File: src/rtl/equiv_pkg.sv
// equiv_pkg: shared types, widths and stimulus helpers for the equivalence-check sequencer
package equiv_pkg;
  typedef enum logic [2:0] {IDLE, LOAD, RUN, DRAIN, DONE} state_t;
  localparam logic [31:0] LFSR_POLY = 32'h80200003;
  localparam int W0_W = 22;
  localparam int W1_W = 6;
  localparam int W2_W = 15;
  localparam int W3_W = 21;
  localparam int W4_W = 12;
  localparam int DUT_Y_W = 91;
  localparam int STIM_W = 76;
  localparam int W0_LO = 54;
  localparam int W1_LO = 48;
  localparam int W2_LO = 33;
  localparam int W3_LO = 12;
  localparam int W4_LO = 0;
  function automatic logic [STIM_W-1:0] stim_of(input logic [31:0] l);
    return {l[31:20], l, l};
  endfunction
  function automatic logic [31:0] lfsr_next(input logic [31:0] l);
    return (l >> 1) ^ (l[0] ? LFSR_POLY : 32'h0);
  endfunction
endpackage

File: src/rtl/equiv_lfsr32.sv
// equiv_lfsr32: 32-bit Galois LFSR with seed load; a zero seed becomes 1 so it never locks up
module equiv_lfsr32 import equiv_pkg::*; (
  input  logic        clk,
  input  logic        rst_n,
  input  logic        load,
  input  logic        en,
  input  logic [31:0] seed,
  output logic [31:0] state
);
  always_ff @(posedge clk or negedge rst_n)
    if (!rst_n) state <= 32'd1;
    else if (load) state <= (seed == 32'd0) ? 32'd1 : seed;
    else if (en) state <= lfsr_next(state);
endmodule

File: src/rtl/equiv_check_ctrl.sv
// equiv_check_ctrl: issues LFSR vectors to two DUT instances, compares their outputs
// LAT cycles later, and reports mismatch count / first failing index via start/done.
module equiv_check_ctrl import equiv_pkg::*; #(
  parameter int Y_W   = DUT_Y_W,
  parameter int LAT   = 2,
  parameter int CNT_W = 16
) (
  input  logic             clk,
  input  logic             rst_n,
  input  logic             start,
  input  logic             abort,
  input  logic [CNT_W-1:0] num_vectors,
  input  logic [31:0]      seed,
  output logic [W0_W-1:0]  wire0,
  output logic [W1_W-1:0]  wire1,
  output logic [W2_W-1:0]  wire2,
  output logic [W3_W-1:0]  wire3,
  output logic [W4_W-1:0]  wire4,
  input  logic [Y_W-1:0]   y_1,
  input  logic [Y_W-1:0]   y_2,
  output logic             busy,
  output logic             done,
  output logic             pass,
  output logic [CNT_W-1:0] mismatch_cnt,
  output logic             first_fail_valid,
  output logic [CNT_W-1:0] first_fail_idx
);
  state_t state, state_nx;
  logic [CNT_W-1:0] nv, issued_cnt;
  logic [3:0] drain_cnt;
  logic [31:0] lfsr;
  logic [STIM_W-1:0] stim;
  logic [LAT-1:0] vld_pipe;
  logic [LAT-1:0][CNT_W-1:0] idx_pipe;
  logic go, issue, kill, last_vec, drain_end, cmp_fail;
  assign go = (state == IDLE) && start;
  assign busy = (state == LOAD) || (state == RUN) || (state == DRAIN);
  assign kill = busy && abort;
  assign issue = (state == RUN) && !abort;
  assign last_vec = issued_cnt == nv - CNT_W'(1);
  assign drain_end = drain_cnt == 4'(LAT - 1);
  assign cmp_fail = vld_pipe[LAT-1] && (y_1 != y_2);
  assign stim = stim_of(lfsr);
  equiv_lfsr32 u_lfsr (
    .clk   (clk),
    .rst_n (rst_n),
    .load  (go),
    .en    (issue),
    .seed  (seed),
    .state (lfsr)
  );
  always_comb begin
    state_nx = state;
    case (state)
      IDLE:    state_nx = start ? LOAD : IDLE;
      LOAD:    state_nx = abort ? IDLE : (nv == '0) ? DONE : RUN;
      RUN:     state_nx = abort ? IDLE : last_vec ? DRAIN : RUN;
      DRAIN:   state_nx = abort ? IDLE : drain_end ? DONE : DRAIN;
      default: state_nx = IDLE;
    endcase
  end
  always_ff @(posedge clk or negedge rst_n)
    if (!rst_n) state <= IDLE;
    else state <= state_nx;
  always_ff @(posedge clk or negedge rst_n)
    if (!rst_n) begin
      nv <= '0;
      issued_cnt <= '0;
      drain_cnt <= '0;
      wire0 <= '0;
      wire1 <= '0;
      wire2 <= '0;
      wire3 <= '0;
      wire4 <= '0;
    end else begin
      if (go) nv <= num_vectors;
      if (go) issued_cnt <= '0;
      else if (issue) issued_cnt <= issued_cnt + CNT_W'(1);
      if (issue) begin
        wire0 <= stim[W0_LO +: W0_W];
        wire1 <= stim[W1_LO +: W1_W];
        wire2 <= stim[W2_LO +: W2_W];
        wire3 <= stim[W3_LO +: W3_W];
        wire4 <= stim[W4_LO +: W4_W];
      end
      drain_cnt <= (state == DRAIN) ? drain_cnt + 4'd1 : 4'd0;
    end
  // Valid/index travel together so each compare knows which vector it judges
  always_ff @(posedge clk or negedge rst_n)
    if (!rst_n) begin
      vld_pipe <= '0;
      idx_pipe <= '0;
    end else begin
      vld_pipe <= kill ? '0 : LAT'({vld_pipe, issue});
      idx_pipe <= (LAT*CNT_W)'({idx_pipe, issued_cnt});
    end
  always_ff @(posedge clk or negedge rst_n)
    if (!rst_n) begin
      done <= 1'b0;
      pass <= 1'b0;
      mismatch_cnt <= '0;
      first_fail_valid <= 1'b0;
      first_fail_idx <= '0;
    end else begin
      done <= state == DONE;
      if (state == DONE) pass <= mismatch_cnt == '0;
      if (cmp_fail && mismatch_cnt != '1) mismatch_cnt <= mismatch_cnt + CNT_W'(1);
      if (cmp_fail && !first_fail_valid) begin
        first_fail_valid <= 1'b1;
        first_fail_idx <= idx_pipe[LAT-1];
      end
      if (go) begin
        pass <= 1'b0;
        mismatch_cnt <= '0;
        first_fail_valid <= 1'b0;
        first_fail_idx <= '0;
      end
    end
endmodule

File: config.mk
export PLATFORM = sky130hd
export DESIGN_NAME = equiv_check_ctrl
export DESIGN_NICKNAME = d
export VERILOG_FILES = /design/src/rtl/equiv_pkg.sv /design/src/rtl/equiv_lfsr32.sv /design/src/rtl/equiv_check_ctrl.sv
export SDC_FILE = /design/constraint.sdc
export NUM_CORES = 1
export LEC_CHECK = 0
export BUFFER_PORTS_ARGS = -buffer_cell sky130_fd_sc_hd__buf_2
export CORE_MARGIN = 2
export CORE_UTILIZATION = 25
export CTS_BUF_LIST = sky130_fd_sc_hd__clkbuf_8
export DETAILED_ROUTE_END_ITERATION = 8
export GPL_TIMING_DRIVEN = 0
export HOLD_SLACK_MARGIN = 0.02
export PLACE_DENSITY = 0.5
export SYNTH_ARGS = -nofsm -noshare
export SYNTH_HDL_FRONTEND = slang
export SYNTH_HIERARCHICAL = 1
export SYNTH_SLANG_ARGS = --single-unit
File: constraint.sdc
create_clock -name clk -period 4.2 [get_ports clk]
set_clock_uncertainty 0.15 [all_clocks]
set_input_delay 0 -clock clk [delete_from_list [all_inputs] [get_ports clk]]
set_output_delay 0 -clock clk [all_outputs]
set_load 0.03 [all_outputs]
==> results of run 1 <==
## metrics by stage
stage / instance area (um^2) / hold WS, ns
detailed placement: 11300 / -0.176
CTS: 12300 / 0.0371
global placement: 11200 / 0.0464
finish: 12300 / 0.0466
global route: 12300 / 0.0811
floorplan: 8920 / -0.446
## power by group
group	switching, mW	internal, mW	leakage, nW	total [mW]
combinational	1.45	1.01	3.62	2.46
clock	0.783	0.482	0.215	1.26
sequential	0.351	1.98	2.26	2.34
total	2.58	3.48	6.10	6.06
## final cells by class
| cell class | instances | area, um^2 | share of cell area |
|---|---|---|---|
| Buffer | 81 | 520 | 0.0425 |
| Multi-Input combinational cell | 601 | 4060 | 0.332 |
| Inverter | 8 | 30.0 | 0.00245 |
| Clock inverter | 15 | 211 | 0.0173 |
| Timing Repair Buffer | 399 | 2310 | 0.189 |
| Tap cell | 461 | 577 | 0.0471 |
| Sequential cell | 172 | 4310 | 0.351 |
| Clock buffer | 17 | 234 | 0.0191 |
## worst paths after layout
path / from / to / slack (ns)
worst max register to register: state[1] / u_lfsr/state[17] / 0.76
worst min register to register: idx_pipe[8] / idx_pipe[24] / 0.19
worst min-delay path: y_2[39] / first_fail_valid / 0.05
max in group asynchronous: rst_n / nv[3] / 2.84
worst max-delay path: state[1] / u_lfsr/state[17] / 0.76
min in group asynchronous: rst_n / u_lfsr/state[0] / 0.46
## repair_timing
action | in CTS | in global routing
hold endpoints to repair | 224 | 0
hold buffers | 53 | 0
resized for setup | 0 | 0
## sequential cells by signal (all words and copies together) (netlist names)
name,cells
idx_pipe,32
u_lfsr/state,32
first_fail_idx,16
issued_cnt,16
mismatch_cnt,16
nv,16
wire2,14
wire0,12
drain_cnt,4
wire1,4
state,3
vld_pipe,2
done,1
first_fail_valid,1
pass,1
wire3,1
wire4,1
## layer usage
metal | global-route usage | share of wire | vias to the layer above | wire (um)
met4 | 0.0315 | 0.012 | 0 | 313
li1 | - | - | 3749 | -
met1 | 0.195 | 0.47 | 3650 | 12400
met3 | 0.0298 | 0.061 | 22 | 1640
met2 | 0.228 | 0.46 | 256 | 12300
met5 | 0 | 0 | - | 0
## layout by cell type (no fill, tap or decap), types with 4 or more instances in the layout
master	synthesis	routed
a21oi_1	11	11
a31o_2	4	4
a31oi_1	7	7
a41o_1	5	5
and3_1	9	9
buf_1	5	5
buf_2	5	349
buf_4	45	45
buf_6	4	4
clkbuf_1	21	21
clkbuf_8	0	17
clkinv_8	0	5
dfrtp_1	171	171
dlygate4sd3_1	0	52
ha_1	6	6
inv_1	8	8
inv_12	0	4
mux2_2	32	32
mux2i_1	53	53
nand2_1	138	138
nand3_1	13	13
nand4_1	17	17
nor2_1	42	42
nor3_1	9	9
nor4_1	31	31
nor4_2	4	4
o21ai_0	42	42
or2_2	5	5
or3_1	4	4
xnor2_1	22	22
xor2_1	110	110
## critical path, cell delays in order (launching register included)
cell and delay, ns:
dfrtp_1 0.47, nor2_1 0.25, nand3b_1 0.25, inv_1 0.25, clkbuf_1 0.56, buf_1 0.51, buf_2 0.33, clkbuf_1 0.39
nand2_1 0.13, o21ai_0 0.09
## cells by family after synthesis
kind of cell             count (synthesis)  share of synthesized area
adder cells (fa/ha/maj)                  6                    0.00842
multiplexers                            85                     0.0999
AO/OA/AOI/OAI                           83                     0.0561
buffers and inverters                   89                     0.0617
flip-flops                             172                      0.483
AND/OR/NAND/NOR                        295                      0.162
XOR/XNOR                               132                      0.130
==> results.md, run 1 <==
Clock network:
- The latest clock arrival within the worst-skew pair is 0.47 ns.
- After clock tree synthesis, the clock-pin slew on the worst setup and hold paths is about 0.12 ns.
- The total clock buffers created by CTS is 17.
- The clock tree root driver cell is clkbuf_8.
- The clock passes through at most 2 buffers.
- The buffer count from post-CTS setup fixing is 0.
- The H-tree depth is 4.
- The clock tree from TritonCTS is yes.
- The clock net sink count is around 170.

Yosys:
- The total nets after synthesis is 1102.
- By area the synthesized netlist is led by dfrtp_1, xor2_1, mux2i_1, nand2_1, mux2_2.
- Ranked by instance count, the synthesized netlist is headed by dfrtp_1, nand2_1, xor2_1, mux2i_1, buf_4.
- Each instance of the synthesized netlist takes up on average 10.3 um^2.
- The gate count after technology mapping is roughly 860.
- Counting flops with a built-in enable in the synthesized netlist gives 0.
- The sequential area share after synthesis is 0.483.
- By instance count, the leading cell after synthesis is dfrtp_1.
- The flop and latch count out of synthesis is ~170.
- The Yosys step of the flow raised 6 warnings.
- In the synthesized netlist the dominant register cell turns out to be dfrtp_1.
- The number of different library cells in the post-synthesis netlist is between 50 and 60.
- The async set-or-reset flop fraction in the synthesized netlist is 1.00.
- The share of synthesized area in the top cell type comes to 0.480.
- The summed instance area of the synthesized netlist is 8920 um^2.
- Summed over all instances, the cell type with the most area after synthesis is dfrtp_1.

Floorplanning:
- The area of the die is 37200 um^2.
- 346 I/O pins were placed.
- The region available for standard cell placement spans roughly 35000 um^2.
- The die is between 150 and 200 um wide.
- The initial standard-cell utilization of the core is 0.253.
- The die is between 150 and 200 um tall.
- Row generation in the floorplan step produced slightly below 70 rows.

Critical path:
- The cell depth of the worst flop-to-flop path is 9.
- The required time reported for the critical path endpoint is between 4 and 5 ns.
- STA puts the critical path data arrival time at 3.69 ns.
- STA classifies the critical path startpoint as a flip-flop.
- In this run the worst path has a maximum fanout of 10.
- The path type of the worst setup path is reg2reg.
- The endpoint kind of the worst setup timing path is a flip-flop.

Place:
- The number of instances in the placed design is ~1700.
- Input and output buffers added on the ports amount to around 350.
- After legalization and detailed placement, the total HPWL measured slightly above 20000 um.
- The congestion estimate from routability-driven global placement came to approximately 0.86.
- Timing analysis after detailed placement gives a worst setup slack of 0.741 ns.

STA:
- The number of failing hold endpoints at the final stage is 0.
- The total of endpoints with negative setup slack in the final report is 0.
- The final period demand of the worst path is around 3.4 ns.
- The worst-case headroom to the max-slew limit is 0.515.
- Setup repair after global routing left no endpoint under its margin.
- Based on the critical path, the design can be clocked at up to 0.291 GHz.
- The final number of max-transition violations is 0.
- Dividing the final minimum period by the clock period gives 0.820.
- In the final timing run, aggregate negative setup slack is 0 ns.
- The worst path meets setup with 0.758 ns of slack.
- The worst-margin pin slew is 0.727 ns.

Global routing:
- The largest net degree at the start of global routing is 117.
- The first global-routing pass estimated between 40000 and 50000 um of wire.
- The number of global-route vias before repair is approximately 7400.
- The aggregate global routing overflow is 0.
- The initial antenna violation count is 0.
- For this run, the total global-route usage over all layers was measured as 0.142.

Power:
- Summing internal, switching and leakage power gives ~6.1 mW.
- The leakage power is 6.10 nW.
- The power density over the cells is 495 nW/um^2.
- The worst voltage drop across the vdd grid is ~0.5 mV.

Layout:
- Once layout is complete, the cells apart from fillers number around 1800.
- Compared with the post-synthesis result, the final layout area differs by 37.4%.
- The antenna diode instance count is 0.
- The count of nets after finishing is around 1500.
- Fill cells in the final layout number 3668.
- At the end of the flow the core is filled with cells to 0.347.
- Of the cells placed in the final design, the portion with a size suffix greater than 1 is 0.376.

Drt:
- The number of DRC violations after detailed-routing iteration 0 is 421.
- The total number of vias is 7677.
- Using the TritonRoute via totals, the vias-per-cell ratio works out to ~4.4.
- The number of nets with antenna violations after routing is 0.
- The average wire length per cell after detail routing is about 15 um.
- The total length of routed wires is about 27000 um.
- The number of optimization iterations in the first detailed-route pass is 5.
- The number of remaining DRC errors is 0.

Min path:
- The worst hold path stage count is 8.
- The worst hold path belongs to the class in2reg.

Run status:
- The flow ran to the end, and the final reports show no timing, DRC or antenna violations.

Run:
- Max-cap violations in this run came to 0.
(Power assumes the default switching activity.)
==> run 2: changes to the inputs <==
--- a/config.mk
+++ b/config.mk
@@ -12,7 +12,7 @@
 export DETAILED_ROUTE_END_ITERATION = 8
 export GPL_TIMING_DRIVEN = 0
 export HOLD_SLACK_MARGIN = 0.02
-export PLACE_DENSITY = 0.5
+export PLACE_DENSITY = 0.51
 export SYNTH_ARGS = -nofsm -noshare
 export SYNTH_HDL_FRONTEND = slang
 export SYNTH_HIERARCHICAL = 1
==> constraint.sdc (replaced) <==
create_clock -name clk -period 2.9 [get_ports clk]
set_clock_uncertainty 0.15 [all_clocks]
set_input_delay 0 -clock clk [delete_from_list [all_inputs] [get_ports clk]]
set_output_delay 0 -clock clk [all_outputs]
set_load 0.03 [all_outputs]
==> results.md, run 2 (same netlist as run 1, synthesis figures left out) <==
Floorplanning:
- The initial standard-cell utilization of the core is 0.253.
- The area of the die is 37200 um^2.
- In this run the standard cell core region covers ~35000 um^2.
- The count of boundary I/O pins is approximately 350.
- The height of the chip is 193 um.
- The width of the die is a little under 200 um.
- The floorplan has 69 rows.

Clock network:
- The latest clock arrival within the worst-skew pair is approximately 0.48 ns.
- TritonCTS built the clock tree.
- The clock-pin slew reported for the worst setup and hold paths after clock tree synthesis is between 0.1 and 0.15 ns.
- Buffers inserted during clock tree synthesis total 17.
- The buffer levels on the longest clock path is 2.
- The H-tree depth is 4.
- The clock net sink count is ~170.
- The tree is rooted in a clkbuf_8.

Layout:
- The multi-input gate area in the final layout is between 4000 and 5000 um^2.
- For this run, the share of the core covered by cells in the final layout is 0.348.
- After the last flow step, the layout net total stands at between 1500 and 2000.
- The sequential standard cell area is 4310 um^2.
- In the final layout, the registers with the most flip-flops are idx_pipe (32), u_lfsr/state (32).
- The number of fillers in the final layout is between 3000 and 4000.
- Relative to the synthesized area, the layout overhead comes to 37.8%.
- The library cells used most frequently in the layout, excluding fill and tap cells, are buf_2, dfrtp_1, nand2_1, xor2_1, mux2i_1.
- Of the cells placed in the final design, the portion with a size suffix greater than 1 is 0.382.
- The library cell used most frequently in the layout, excluding fill and tap cells, is buf_2.

Place:
- The count of buffers added on input and output ports is 345.
- The global placer's final weighted congestion is around 0.85.
- The HPWL after detailed placement is slightly above 20000 um.

Critical path:
- The signal on the critical path passes through and4_1, and3_1, clkbuf_1, nand2_1, o21ai_0, a21oi_2, clkbuf_1, nand4_1, mux2i_1.
- STA classifies the critical path startpoint as a flip-flop.
- The cell type of the slowest stage on the worst timing path is dfrtp_1.
- The worst setup path is captured at a flip-flop.
- The delay contributed by the slowest stage of the critical path is a little over 0.5 ns.
- Counting stages on the worst path, the most repeated cell is clkbuf_1.
- Data on the critical path arrives at its endpoint at slightly below 3 ns.
- The setup path with the least slack is of type reg2reg.
- For the worst setup path, the data required time is 3.12 ns.
- In this run the worst path has a maximum fanout of 10.

Drt:
- The count of nets left with antenna violations once routing finished came out at 0.
- The number of remaining DRC errors is 0.
- For this block, the routed nets add up to roughly 27000 um of wire.
- The first routing iteration left ~380 violations.
- Across all layers, the routed design uses ~7700 vias.
- After detailed routing, the average wire length per cell comes to roughly 15 um.
- For this run, the detailed router's first-pass iteration total came to 5.
- Using the TritonRoute via totals, the vias-per-cell ratio works out to between 4 and 5.

STA:
- The worst path in the final design needs a cycle of between 2 and 3 ns, including I/O delays and setup.
- For the pin with the worst max-slew slack, the measured transition is 0.823 ns.
- The number of failing hold endpoints at the final stage is 0.
- Setup violations remaining at the end of the flow were counted as 0.
- The final sum of negative setup slack is 0 ns.
- The highest clock rate is 0.363 GHz.
- The ratio of final minimum period to clock period is 0.950.
- Headroom to the max-slew limit came out at 0.446.
- The final number of max-transition violations came to 0.
- Setup repair after global routing left no endpoint under its margin.

Power:
- Of the total power, combinational logic draws 0.406.
- The power density over the cells is between 700 and 800 nW/um^2.
- For this design the static power due to leakage is ~6 nW.
- The share of total power dissipated in sequential elements is 0.384.
- The worst-case IR drop observed on VDD is roughly 0.60 mV.
- The power spent charging and discharging nets is around 3.7 mW.
- Of the total power, the clock network draws 0.209.
- After layout, the design draws a total of ~8.8 mW.
- Internal power comes to between 5 and 6 mW.
- Of the total power, the share spent switching nets is 0.426.

Global routing:
- The largest net degree at the start of global routing is 120.
- The total overflow left after global routing is 0.
- The number of global-route vias before repair came to 7552.
- The initial antenna violation count came to 3.
- The global-route wire length before repair is between 40000 and 50000 um.
- The total track usage is 0.139.

Run:
- Across the run, the number of max-cap violations was 0.

Min path:
- The classification of the worst-slack hold path is in2reg.

Run status:
- The flow ran to the end, and the final reports show no timing, DRC or antenna violations.
==> run 2: cell types whose count changed in the layout (fill, tap and decap cells not counted), moves of 2 or more <==
cell and change:
buf_4 +3, diode_2 +3, buf_1 -2, clkbuf_1 -2
==> run 2: final cells by class <==
cell class,instances,share of cell area
tap,461,0.0469
clock buffer,17,0.0190
buffer,79,0.0419
clock inverter,15,0.0170
antenna,3,0.000611
timing repair buffer,402,0.190
inverter,8,0.00275
sequential,172,0.350
multi-input combinational,601,0.331
timing repair inverter,1,0.000407
==> run 2: worst paths after layout <==
path | start | end | slack, ns | depth (start not counted)
max | mismatch_cnt[2] | mismatch_cnt[10] | 0.14 | 9
min | num_vectors[14] | nv[14] | 0.09 | 4
max reg2reg | mismatch_cnt[2] | mismatch_cnt[10] | 0.14 | 9
min reg2reg | idx_pipe[11] | idx_pipe[27] | 0.20 | 0
max in group asynchronous | rst_n | mismatch_cnt[0] | 1.51 | 4
min in group asynchronous | rst_n | u_lfsr/state[0] | 0.46 | 3
==> run 2: worst max-delay path: cells and delay by family, from the launching register on <==
family / cells / cell delay, ns
compound gates: 2 / 0.47
buf+inv: 2 / 0.59
flops: 1 / 0.51
mux: 1 / 0.15
simple gates: 4 / 0.78
==> run 2: power groups by stage <==
stage | combinational, mW | sequential, mW | clock, mW
floorplan | 2.05 | 3.72 | 0
global placement | 3.48 | 3.44 | 0
detailed placement | 3.50 | 3.45 | 0
CTS | 3.58 | 3.41 | 1.90
global route | 3.84 | 3.47 | 2.00
finish | 3.57 | 3.38 | 1.84
==> run 2: through the flow <==
stage / instance area [um^2] / hold WS, ns / std cells / setup WS (ns)
4_1_cts: 12300 / 0.0671 / 1752 / 0.0451
3_5_place_dp: 11300 / -0.193 / 1669 / -0.578
5_1_grt: 12300 / 0.0933 / 1758 / 0.00692
6_report: 12300 / 0.0950 / 1759 / 0.144
2_1_floorplan: 8920 / -0.446 / 862 / 0.396
3_3_place_gp: 11200 / 0.0477 / 1668 / -1.21
==> run 2: routing by layer <==
layer  routed length, um  share of wire  global-route usage
met3                1930          0.072              0.0326
met2               12600           0.47               0.232
met5                   0              0                   0
met4                 352          0.013              0.0385
met1               11800           0.44               0.180
==> run 2: what timing repair did <==
item | CTS | global route
gates resized for setup | 3 | 2
gates cloned | 0 | 1
hold buffers | 53 | 0
setup buffers | 0 | 3
setup endpoints to repair | 46 | 35
endpoints found under the hold margin | 224 | 0
